**src/rtl/pipeline_hazard_ctrl_if.sv**
```systemverilog
// Pipeline hazard control bundle: register IDs, result selects, write enables, memory status in;
// forward selects, per-stage stall/flush, sticky memory error and wait-cycle count out.
// Latency: n/a (wires only). Backpressure: n/a; the controller's stalls are the backpressure.
interface pipeline_hazard_ctrl_if;
  logic [4:0]  Rs1D, Rs2D;
  logic [4:0]  Rs1E, Rs2E, RdE;
  logic [4:0]  RdM, RdW;
  logic [1:0]  ResultSrcE, ResultSrcM;
  logic        RegWriteM, RegWriteW;
  logic        memwriteM;
  logic        PCSrcE;
  logic        mem_ready;
  logic [1:0]  ForwardAE, ForwardBE;
  logic        StallF, StallD, StallE, StallM;
  logic        FlushD, FlushE, FlushW;
  logic        mem_err;
  logic [15:0] stall_cycles;

  // Pipeline datapath side: drives register IDs and status, observes hazard decisions.
  modport master (
    output Rs1D, Rs2D, Rs1E, Rs2E, RdE, RdM, RdW,
    output ResultSrcE, ResultSrcM, RegWriteM, RegWriteW,
    output memwriteM, PCSrcE, mem_ready,
    input  ForwardAE, ForwardBE,
    input  StallF, StallD, StallE, StallM,
    input  FlushD, FlushE, FlushW,
    input  mem_err, stall_cycles
  );

  // Hazard controller side.
  modport slave (
    input  Rs1D, Rs2D, Rs1E, Rs2E, RdE, RdM, RdW,
    input  ResultSrcE, ResultSrcM, RegWriteM, RegWriteW,
    input  memwriteM, PCSrcE, mem_ready,
    output ForwardAE, ForwardBE,
    output StallF, StallD, StallE, StallM,
    output FlushD, FlushE, FlushW,
    output mem_err, stall_cycles
  );
endinterface

```
**src/rtl/pipeline_hazard_ctrl.sv**
```systemverilog
// Hazard controller: operand forwarding, load-use stall, branch flush, memory-wait stall with timeout.
// Latency: forward/stall/flush are combinational (same cycle); mem_err/stall_cycles update on the clock edge.
// Backpressure: a pending memory access (mem_ready low) freezes F..M and bubbles W until ready or ERROR.
// Ports: clock, reset (async active-high), hz (pipeline_hazard_ctrl_if.slave bundle).
module pipeline_hazard_ctrl #(
  parameter int unsigned TIMEOUT = 255
) (
  input  logic                        clock,
  input  logic                        reset,
  pipeline_hazard_ctrl_if.slave       hz
);

  localparam logic [7:0] TIMEOUT_C = TIMEOUT[7:0];
  localparam logic [1:0] RES_LOAD  = 2'b01;

  typedef enum logic [1:0] {
    RUN      = 2'b00,
    MEM_WAIT = 2'b01,
    ERROR    = 2'b10
  } state_t;

  state_t      state_q, state_d;
  logic [7:0]  wait_cnt_q, wait_cnt_d;
  logic [15:0] stall_cycles_q, stall_cycles_d;

  logic mem_acc;
  logic mem_stall;
  logic lduse;

  // Memory-stage forwarding takes priority: it holds the younger result.
  always_comb begin
    hz.ForwardAE = 2'b00;
    hz.ForwardBE = 2'b00;
    if (hz.RegWriteM && (hz.RdM != 5'd0) && (hz.RdM == hz.Rs1E)) begin
      hz.ForwardAE = 2'b10;
    end else if (hz.RegWriteW && (hz.RdW != 5'd0) && (hz.RdW == hz.Rs1E)) begin
      hz.ForwardAE = 2'b01;
    end
    if (hz.RegWriteM && (hz.RdM != 5'd0) && (hz.RdM == hz.Rs2E)) begin
      hz.ForwardBE = 2'b10;
    end else if (hz.RegWriteW && (hz.RdW != 5'd0) && (hz.RdW == hz.Rs2E)) begin
      hz.ForwardBE = 2'b01;
    end
  end

  assign mem_acc = hz.memwriteM | (hz.ResultSrcM == RES_LOAD);

  // Stall in the very cycle mem_ready is low, not one cycle later; ERROR freezes the pipe for good.
  assign mem_stall = (mem_acc & ~hz.mem_ready & (state_q != ERROR)) | (state_q == ERROR);

  assign lduse = (hz.ResultSrcE == RES_LOAD) & (hz.RdE != 5'd0) &
                 ((hz.RdE == hz.Rs1D) | (hz.RdE == hz.Rs2D));

  // A memory stall masks load-use and branch actions; they re-evaluate once the pipe moves again.
  always_comb begin
    hz.StallF = 1'b0;
    hz.StallD = 1'b0;
    hz.StallE = 1'b0;
    hz.StallM = 1'b0;
    hz.FlushD = 1'b0;
    hz.FlushE = 1'b0;
    hz.FlushW = 1'b0;
    if (mem_stall) begin
      hz.StallF = 1'b1;
      hz.StallD = 1'b1;
      hz.StallE = 1'b1;
      hz.StallM = 1'b1;
      hz.FlushW = 1'b1;
    end else begin
      hz.StallF = lduse;
      hz.StallD = lduse;
      hz.FlushE = lduse | hz.PCSrcE;
      hz.FlushD = hz.PCSrcE;
    end
  end

  always_comb begin
    state_d    = state_q;
    wait_cnt_d = wait_cnt_q;
    case (state_q)
      RUN: begin
        if (mem_acc && !hz.mem_ready) begin
          state_d    = MEM_WAIT;
          wait_cnt_d = 8'd1;
        end
      end
      MEM_WAIT: begin
        if (hz.mem_ready) begin
          state_d    = RUN;
          wait_cnt_d = 8'd0;
        end else if (wait_cnt_q == TIMEOUT_C) begin
          state_d = ERROR;
        end else begin
          wait_cnt_d = wait_cnt_q + 8'd1;
        end
      end
      ERROR: begin
        state_d = ERROR;
      end
      default: begin
        state_d    = RUN;
        wait_cnt_d = 8'd0;
      end
    endcase
  end

  always_comb begin
    stall_cycles_d = stall_cycles_q;
    if (mem_stall && (stall_cycles_q != 16'hFFFF)) begin
      stall_cycles_d = stall_cycles_q + 16'd1;
    end
  end

  // Reset branch holds every register at its reset value for as long as reset is high.
  always_ff @(posedge clock or posedge reset) begin
    if (reset) begin
      state_q        <= RUN;
      wait_cnt_q     <= 8'd0;
      stall_cycles_q <= 16'd0;
    end else begin
      state_q        <= state_d;
      wait_cnt_q     <= wait_cnt_d;
      stall_cycles_q <= stall_cycles_d;
    end
  end

  assign hz.mem_err      = (state_q == ERROR);
  assign hz.stall_cycles = stall_cycles_q;

endmodule

```
**src/flat_wrapper.sv**
```systemverilog
// flat-port wrapper written by rule: the top's interface ports become plain ports
module pipeline_hazard_ctrl_flat 
#(
  parameter int unsigned TIMEOUT = 255
)
  (clock, reset, hz_Rs1D, hz_Rs2D, hz_Rs1E, hz_Rs2E, hz_RdE, hz_RdM, hz_RdW, hz_ResultSrcE, hz_ResultSrcM, hz_RegWriteM, hz_RegWriteW, hz_memwriteM, hz_PCSrcE, hz_mem_ready, hz_ForwardAE, hz_ForwardBE, hz_StallF, hz_StallD, hz_StallE, hz_StallM, hz_FlushD, hz_FlushE, hz_FlushW, hz_mem_err, hz_stall_cycles);
  pipeline_hazard_ctrl_if hz_i ();
  input  logic clock;
  input  logic reset;
  input wire logic [$bits(hz_i.Rs1D)-1:0] hz_Rs1D;
  input wire logic [$bits(hz_i.Rs2D)-1:0] hz_Rs2D;
  input wire logic [$bits(hz_i.Rs1E)-1:0] hz_Rs1E;
  input wire logic [$bits(hz_i.Rs2E)-1:0] hz_Rs2E;
  input wire logic [$bits(hz_i.RdE)-1:0] hz_RdE;
  input wire logic [$bits(hz_i.RdM)-1:0] hz_RdM;
  input wire logic [$bits(hz_i.RdW)-1:0] hz_RdW;
  input wire logic [$bits(hz_i.ResultSrcE)-1:0] hz_ResultSrcE;
  input wire logic [$bits(hz_i.ResultSrcM)-1:0] hz_ResultSrcM;
  input wire logic [$bits(hz_i.RegWriteM)-1:0] hz_RegWriteM;
  input wire logic [$bits(hz_i.RegWriteW)-1:0] hz_RegWriteW;
  input wire logic [$bits(hz_i.memwriteM)-1:0] hz_memwriteM;
  input wire logic [$bits(hz_i.PCSrcE)-1:0] hz_PCSrcE;
  input wire logic [$bits(hz_i.mem_ready)-1:0] hz_mem_ready;
  output wire logic [$bits(hz_i.ForwardAE)-1:0] hz_ForwardAE;
  output wire logic [$bits(hz_i.ForwardBE)-1:0] hz_ForwardBE;
  output wire logic [$bits(hz_i.StallF)-1:0] hz_StallF;
  output wire logic [$bits(hz_i.StallD)-1:0] hz_StallD;
  output wire logic [$bits(hz_i.StallE)-1:0] hz_StallE;
  output wire logic [$bits(hz_i.StallM)-1:0] hz_StallM;
  output wire logic [$bits(hz_i.FlushD)-1:0] hz_FlushD;
  output wire logic [$bits(hz_i.FlushE)-1:0] hz_FlushE;
  output wire logic [$bits(hz_i.FlushW)-1:0] hz_FlushW;
  output wire logic [$bits(hz_i.mem_err)-1:0] hz_mem_err;
  output wire logic [$bits(hz_i.stall_cycles)-1:0] hz_stall_cycles;
  assign hz_i.Rs1D = hz_Rs1D;
  assign hz_i.Rs2D = hz_Rs2D;
  assign hz_i.Rs1E = hz_Rs1E;
  assign hz_i.Rs2E = hz_Rs2E;
  assign hz_i.RdE = hz_RdE;
  assign hz_i.RdM = hz_RdM;
  assign hz_i.RdW = hz_RdW;
  assign hz_i.ResultSrcE = hz_ResultSrcE;
  assign hz_i.ResultSrcM = hz_ResultSrcM;
  assign hz_i.RegWriteM = hz_RegWriteM;
  assign hz_i.RegWriteW = hz_RegWriteW;
  assign hz_i.memwriteM = hz_memwriteM;
  assign hz_i.PCSrcE = hz_PCSrcE;
  assign hz_i.mem_ready = hz_mem_ready;
  assign hz_ForwardAE = hz_i.ForwardAE;
  assign hz_ForwardBE = hz_i.ForwardBE;
  assign hz_StallF = hz_i.StallF;
  assign hz_StallD = hz_i.StallD;
  assign hz_StallE = hz_i.StallE;
  assign hz_StallM = hz_i.StallM;
  assign hz_FlushD = hz_i.FlushD;
  assign hz_FlushE = hz_i.FlushE;
  assign hz_FlushW = hz_i.FlushW;
  assign hz_mem_err = hz_i.mem_err;
  assign hz_stall_cycles = hz_i.stall_cycles;
  pipeline_hazard_ctrl #(.TIMEOUT(TIMEOUT)) u_core (.clock(clock), .reset(reset), .hz(hz_i));
endmodule
```
**config.mk**
```make
export PLATFORM = sky130hd
export DESIGN_NAME = pipeline_hazard_ctrl_flat
export DESIGN_NICKNAME = d
export VERILOG_FILES = /design/src/rtl/pipeline_hazard_ctrl_if.sv /design/src/rtl/pipeline_hazard_ctrl.sv /design/src/flat_wrapper.sv
export SDC_FILE = /design/constraint.sdc
export NUM_CORES = 1
export LEC_CHECK = 0
export BUFFER_PORTS_ARGS = -buffer_cell sky130_fd_sc_hd__buf_4
export CAP_MARGIN = 20
export CORE_MARGIN = 1
export CORE_UTILIZATION = 40
export DETAILED_ROUTE_END_ITERATION = 16
export MAX_ROUTING_LAYER = met4
export PLACE_DENSITY = 0.66
export SYNTH_ARGS = -nofsm -noshare
export SYNTH_HDL_FRONTEND = slang
export SYNTH_SLANG_ARGS = --single-unit
```
**constraint.sdc**
```tcl
create_clock -name clock -period 2.8 [get_ports clock]
set_clock_uncertainty 0.2 [all_clocks]
set_input_delay 0.14 -clock clock [delete_from_list [all_inputs] [get_ports clock]]
set_output_delay 0.14 -clock clock [all_outputs]
set_load 0.02 [all_outputs]
```
==> impl_metrics.env, run 1 <==
export IMPL_max_freq_mhz=486
export IMPL_gp_congestion=0.772
export IMPL_setup_violations=0
export IMPL_chipHeight_um=68.9
export IMPL_maxCapViolations=0
export IMPL_coreArea_mm2=0.00414
export IMPL_grt_pass1_vias=1485
export IMPL_nNetsFinal=316
export IMPL_firstDrtPassIters=4
export IMPL_clock_sinks=26
export IMPL_cp_start_kind="flop"
export IMPL_cellPowerDensity_mw_per_mm2=578
export IMPL_wl_per_cell_um=12.3
export IMPL_slew_viol_final=0
export IMPL_required_ns=2.76
export IMPL_synth_area_top_cells="dfrtp_1, xor2_1, xnor2_1"
export IMPL_ir_drop_uv=255
export IMPL_cts_htree_levels=1
export IMPL_cts_tree="built"
export IMPL_cp_slowest_cell="dfrtp_1"
export IMPL_vias=1596
export IMPL_placement_io_buffers=73
export IMPL_syn_cell_area_mm2=0.00179
export IMPL_gr_total_overflow=0
export IMPL_via_per_inst=5.03
export IMPL_area_delta_synth_final_pct=38.7
export IMPL_dp_hpwl_mm=3.19
export IMPL_clk_latency_ns=0.27
export IMPL_ys_types=44
export IMPL_cts_buffers=3
export IMPL_route_detailed_drc=0
export IMPL_num_io_pins=74
export IMPL_yosysWarnings=0
export IMPL_cts_root_buf="clkbuf_8"
export IMPL_outcome="finished, final reports clean"
export IMPL_cp_arrival_ns=2.02
export IMPL_p_leak_uw=0.00116
export IMPL_path_max_fanout=6
export IMPL_hold_violations=0
export IMPL_path_cells="ha_1, and4_1, nand2b_1, o22ai_1, mux2_2"
export IMPL_fp_dieW_um=68.9
export IMPL_synth_seq_cells=26
export IMPL_yosysTopAreaCellShare_pct=36.3
export IMPL_drt_antenna_violating_nets=0
export IMPL_placed_cell_area_mm2=0.00238
export IMPL_finalSetupTns_ns=0
export IMPL_cts_path_max_buffers=2
export IMPL_ys_seq_area_share_pct=36.3
export IMPL_grt_max_degree=27
export IMPL_rsz0062_at_grt="false"
export IMPL_crit_type="reg2reg"
export IMPL_wirelength_mm=3.89
export IMPL_syn_area_per_cell_um2=9.33
export IMPL_layout_drive_gt1_share_pct=34.5
export IMPL_cp_end_kind="flop"
export IMPL_antenna_found_initial=0
export IMPL_postCtsSetupBuffers=0
export IMPL_multi_input_area_mm2=0.00108
export IMPL_min_path_type="in2reg"
export IMPL_relSlewSlack_pct=70.4
export IMPL_grt_first_pass_wirelength_mm=6.34
export IMPL_seq_area_um2=651
export IMPL_min_period_over_period_pct=73.5
export IMPL_start_util_pct=43.2
export IMPL_clk_pin_slew_ns=0.09
export IMPL_fill_cells=406
export IMPL_n_antenna_cell=0
export IMPL_reg2regPathDepth=5
export IMPL_fp_dieArea_mm2=0.00475
export IMPL_worstMarginPinSlew_ns=0.440
export IMPL_period_minus_slack_ns=2.06
export IMPL_min_path_cells=3
export IMPL_synth_top_cell_by_area="dfrtp_1"
export IMPL_rows=23
export IMPL_synth_nets=240
export IMPL_syn_inst=192
export IMPL_track_usage_pct=18.4
export IMPL_drt_initial_drc_count=48
export IMPL_design_area_mm2=0.00248
export IMPL_cpPeakStageDelay_ns=0.38
-- path summary, 6_finish.rpt --
kind | start | to | slack [ns]
worst max register to register | u_core.wait_cnt_q[0] | u_core.wait_cnt_q[0] | 0.74
max in group asynchronous | reset | u_core.hz.stall_cycles[1] | 1.93
min in group asynchronous | reset | u_core.hz.stall_cycles[4] | 0.11
worst min-delay path | hz_mem_ready | u_core.state_q[0] | 0.01
worst min register to register | u_core.hz.stall_cycles[13] | u_core.hz.stall_cycles[13] | 0.31
worst max-delay path | u_core.wait_cnt_q[0] | u_core.wait_cnt_q[0] | 0.74
-- area by class of cell --
class / count / share of cell area (%)
clock buffer: 3 / 1.66
clock inverter: 1 / 1.21
inverter: 8 / 1.21
multi-input combinational: 154 / 43.7
sequential: 26 / 26.2
tap: 50 / 2.52
timing repair buffer: 75 / 23.6
-- critical path, delay by kind of cell (launching register included) --
kind	cells	cell delay [ns]
flip-flops	1	0.38
adder cells (fa/ha/maj)	1	0.19
AND/OR/NAND/NOR	2	0.43
AO/OA/AOI/OAI	1	0.36
multiplexers	1	0.38
-- layer usage --
metal | routed length (um) | global-route usage [%] | part of all wire, % | vias up
met1 | 1700 | 22.0 | 44 | 733
met2 | 1990 | 31.6 | 51 | 39
met5 | 0 | - | 0 | -
li1 | - | - | - | 822
met4 | 25 | 4.85 | 0.64 | 0
met3 | 181 | 3.45 | 4.6 | 2
-- registers in the layout, summed over array words and instances (netlist names) --
| register | count |
|---|---|
| u_core.hz.stall_cycles | 16 |
| u_core.wait_cnt_q | 8 |
| u_core.state_q | 2 |
-- Yosys cell counts (all sizes together) --
library cell  instances
nor2b                 1
ha                    2
and3                  6
a21oi                 8
xnor2                18
nor4                  4
inv                   8
or4                   6
a31oi                 3
a41oi                 1
xor2                 27
and2                  1
nand4                 4
o21ai                 9
a32o                  1
clkbuf                1
nor3b                 1
and4                  1
mux2                  4
or3b                  1
or3                   1
nand3                14
nor3                  3
nor2                 17
o211ai                3
nand2b                5
mux2i                 1
or2                   2
dfrtp                26
buf                   3
nand2                 8
o22ai                 1
a211o                 1
-- cell families after synthesis --
kind of cell | count (synthesis) | share of synthesized area [%]
compound gates | 27 | 9.99
xor+xnor | 45 | 22.0
fa+ha+maj | 2 | 1.40
buf+inv | 12 | 3.14
flops | 26 | 36.3
mux | 5 | 3.28
simple gates | 75 | 23.9
-- stage by stage --
step	cells	setup slack (ns)	util (%)	hold slack, ns	power (uW)
3_3_place_gp	311	0.826	57.3	0.231	1120
6_report	317	0.742	60.0	0.0138	1440
4_1_cts	316	0.762	59.3	0.00913	1450
5_1_grt	317	0.601	60.0	0.0383	1540
3_5_place_dp	311	0.775	57.3	0.235	1130
2_1_floorplan	192	0.759	-	-0.0200	887
-- timing repair --
action,4_1_cts,5_1_grt
hold buffers,1,0
hold endpoints to repair,26,0
gates resized for setup,0,0
-- power breakdown --
group | total [uW] | internal (uW) | switching, uW
Sequential | 572 | 459 | 112
Clock | 311 | 191 | 119
Combinational | 554 | 269 | 285
Total | 1440 | 920 | 516
-- placed cells by master, fill, tap and decap left out, types with 2 or more instances in the layout --
cell,Yosys,final
mux2_2,2,2
xor2_1,27,27
nand3_1,14,14
buf_4,3,73
a21oi_1,7,7
o211ai_1,3,3
or4_1,6,6
and3_1,5,5
a31oi_1,2,2
xnor2_1,18,18
nor2_1,14,14
nand2b_1,4,4
nor4_1,4,4
nand4_1,4,4
dfrtp_1,26,26
o21ai_0,5,5
o21ai_1,4,4
clkbuf_8,0,3
nor2_2,3,3
nand2_1,7,7
inv_1,8,8
ha_1,2,2
nor3_1,2,2
Power figures use the tool's default switching activity.
==> run 2, diff against run 1 <==
- ABC_AREA: default -> 1
- PLACE_DENSITY: 0.66 -> 0.64
- clock period: 2.8 -> 2.1 ns (I/O delays scaled with it)
==> run 2 against run 1 <==
Via count rose by 33%. Total power rose by 31%. Worst hold slack improved by 0.0087 ns. Flip-flop and latch count did not move. Combinational power rose by 65%. Area after synthesis rose by 17%. Synthesized cell count rose by 67%. Non-clock buffer count rose by 5. Final cell count rose by 47%. Clock power fell by 12%. Critical path type is now reg2out. Critical endpoint is now hz_FlushE.
==> impl_metrics.env, run 2 <==
export IMPL_via_per_inst=4.53
export IMPL_gr_total_overflow=0
export IMPL_placement_io_buffers=73
export IMPL_clock_sinks=26
export IMPL_design_area_mm2=0.00278
export IMPL_critPathTopFamily="simple AND/OR/NAND/NOR gates"
export IMPL_ir_drop_uv=533
export IMPL_num_io_pins=74
export IMPL_yosysTopAreaCellShare_pct=31.0
export IMPL_setup_violations=0
export IMPL_min_from="hz_ResultSrcM[1]"
export IMPL_wirelength_mm=4.90
export IMPL_fp_dieW_um=74.5
export IMPL_layout_setup_ws_ns=0.192
export IMPL_gp_congestion=0.907
export IMPL_chipHeight_um=74.5
export IMPL_largest_reg_flops=16
export IMPL_synth_seq_cells=26
export IMPL_period_minus_slack_ns=1.91
export IMPL_cts_htree_levels=1
export IMPL_rsz0062_at_grt="false"
export IMPL_coreArea_mm2=0.00507
export IMPL_post_route_util_pct=54.8
export IMPL_min_path_type="in2reg"
export IMPL_synth_top_cell_by_area="dfrtp_1"
export IMPL_route_detailed_drc=0
export IMPL_cellPowerDensity_mw_per_mm2=675
export IMPL_yosys_most_used_dff="dfrtp_1"
export IMPL_cp_start_kind="flop"
export IMPL_syn_area_per_cell_um2=6.55
export IMPL_synth_area_top_cells="dfrtp_1, nand2_1, xnor2_1"
export IMPL_synth_nets=369
export IMPL_timing_critical_path_from="u_core.state_q[0]"
export IMPL_crit_type="reg2out"
export IMPL_syn_cell_area_mm2=0.00210
export IMPL_drt_antenna_violating_nets=0
export IMPL_grt_max_degree=27
export IMPL_dp_hpwl_mm=3.99
export IMPL_fill_cells=535
export IMPL_p_leak_uw=0.00148
export IMPL_layout_drive_gt1_share_pct=22.4
export IMPL_final_common_cell="nand2_1"
export IMPL_synth_commonest_cells="nand2_1, inv_1, nor2_1, dfrtp_1, nand3_1"
export IMPL_worstMarginPinSlew_ns=0.448
export IMPL_cp_num_buf_inv=3
export IMPL_antenna_found_initial=0
export IMPL_required_ns=1.79
export IMPL_slew_viol_final=0
export IMPL_synth_edf_count=0
export IMPL_cp_slowest_cell="dfrtp_1"
export IMPL_finalSetupTns_ns=0
export IMPL_r2r_start="u_core.hz.stall_cycles[0]"
export IMPL_hold_violations=0
export IMPL_seq_area_um2=651
export IMPL_grt_pass1_vias=1896
export IMPL_cts_tree="built"
export IMPL_track_usage_pct=18.9
export IMPL_vias=2117
export IMPL_cpPeakStageDelay_ns=0.41
export IMPL_start_util_pct=41.4
export IMPL_n_antenna_cell=0
export IMPL_ys_types=25
export IMPL_cp_arrival_ns=1.60
export IMPL_drt_initial_drc_count=79
export IMPL_cts_buffers=3
export IMPL_fp_dieArea_mm2=0.00555
export IMPL_min_period_over_period_pct=90.8
export IMPL_syn_inst=321
export IMPL_placed_cell_area_mm2=0.00272
export IMPL_clk_latency_ns=0.26
export IMPL_relSlewSlack_pct=70.1
export IMPL_synth_most_common_cell="nand2_1"
export IMPL_outcome="finished, final reports clean"
export IMPL_grt_first_pass_wirelength_mm=7.94
export IMPL_multi_input_area_mm2=0.00125
export IMPL_ys_seq_area_share_pct=31.0
export IMPL_path_max_fanout=5
export IMPL_nNetsFinal=447
export IMPL_cts_path_max_buffers=2
export IMPL_ys_async_sr_fraction_pct=100
export IMPL_area_delta_synth_final_pct=32.4
export IMPL_dp_slack_ns=0.314
export IMPL_maxCapViolations=0
export IMPL_rows=26
export IMPL_postCtsSetupBuffers=0
export IMPL_path_cells="nor2_1, inv_1, nand2_1, inv_1, nand2_1, nand2_1, buf_4"
export IMPL_yosysWarnings=0
export IMPL_max_freq_mhz=524
export IMPL_cp_end_kind="primary output"
export IMPL_cts_root_buf="clkbuf_8"
export IMPL_wl_per_cell_um=10.5
export IMPL_layout_common_cells="nand2_1, buf_4, inv_1"
export IMPL_critPathMostFrequentCell="nand2_1"
export IMPL_firstDrtPassIters=4
export IMPL_clk_pin_slew_ns=0.09
-- run 2: cell types whose count changed after synthesis, moves of 4 or more --
cell | before | now
nor2_1 | 14 | 36
and3_1 | 5 | 0
o21ai_0 | 5 | 10
xor2_1 | 27 | 14
nand2b_1 | 4 | 0
xnor2_1 | 18 | 22
a21oi_1 | 7 | 0
or4_1 | 6 | 0
nand3_1 | 14 | 24
nand2_1 | 7 | 119
nor4_1 | 4 | 0
inv_1 | 8 | 38
-- run 2: cell families (layout without fill, tap and decap cells) --
| logic type | Yosys count | after routing | share of synthesized area (%) |
|---|---|---|---|
| AND/OR/NAND/NOR | 196 | 196 | 39.0 |
| buffers and inverters | 46 | 122 | 9.64 |
| XOR/XNOR | 36 | 36 | 15.0 |
| flip-flops | 26 | 26 | 31.0 |
| AO/OA/AOI/OAI | 15 | 15 | 4.23 |
| adder cells (fa/ha/maj) | 2 | 2 | 1.19 |
-- run 2: layer usage --
metal	track usage [%]	part of all wire, %	wire length (um)	vias to the layer above
met5	-	0	0	-
met1	22.2	44	2140	936
met2	34.4	52	2550	41
met3	1.76	3.5	170	6
met4	5.03	0.94	46	0
li1	-	-	-	1134
-- run 2: final cells by class --
class	instances	area share [%]
inverter	39	5.35
multi-input combinational	249	44.9
sequential	26	23.4
clock buffer	3	1.48
timing repair buffer	80	21.8
tap	70	3.15
-- run 2: stage by stage --
step / total power (uW) / hold WS, ns / std cells
after floorplan: 1310 / -0.0550 / 321
after global placement: 1620 / -0.00788 / 462
after detailed placement: 1620 / -0.00297 / 462
after CTS: 1900 / 0.0256 / 467
after global routing: 2030 / 0.0410 / 467
final: 1880 / 0.0225 / 467
-- run 2: repair_timing --
item | CTS | global route
gates resized for setup | 0 | 0
hold buffers | 2 | 0
endpoints found under the hold margin | 28 | 0
setup endpoints to repair | 0 | 0
-- run 2: worst reg2reg max path: cells and delay by family (launching register included) --
kind | cells | cell delay (ns)
fa+ha+maj | 1 | 0.23
simple gates | 3 | 0.30
flops | 1 | 0.43
compound gates | 2 | 0.28
buf+inv | 2 | 0.28
-- run 2: path summary, 6_finish.rpt --
path / to / slack, ns / cells past startpoint
setup / recovery: hz_FlushE / 0.19 / 7
hold / removal: u_core.state_q[0] / 0.02 / 4
setup reg to reg: u_core.hz.stall_cycles[5] / 0.31 / 8
hold reg to reg: u_core.state_q[0] / 0.28 / 1
max in group asynchronous: u_core.wait_cnt_q[4] / 1.19 / 4
min in group asynchronous: u_core.hz.stall_cycles[8] / 0.26 / 4
-- run 2: where the power goes --
group / internal (uW) / total [uW] / leakage [uW] / switching, uW
clock: 128 / 274 / 0.0000216 / 145
sequential: 584 / 689 / 0.000352 / 104
combinational: 383 / 915 / 0.00111 / 532
total: 1100 / 1880 / 0.00148 / 782
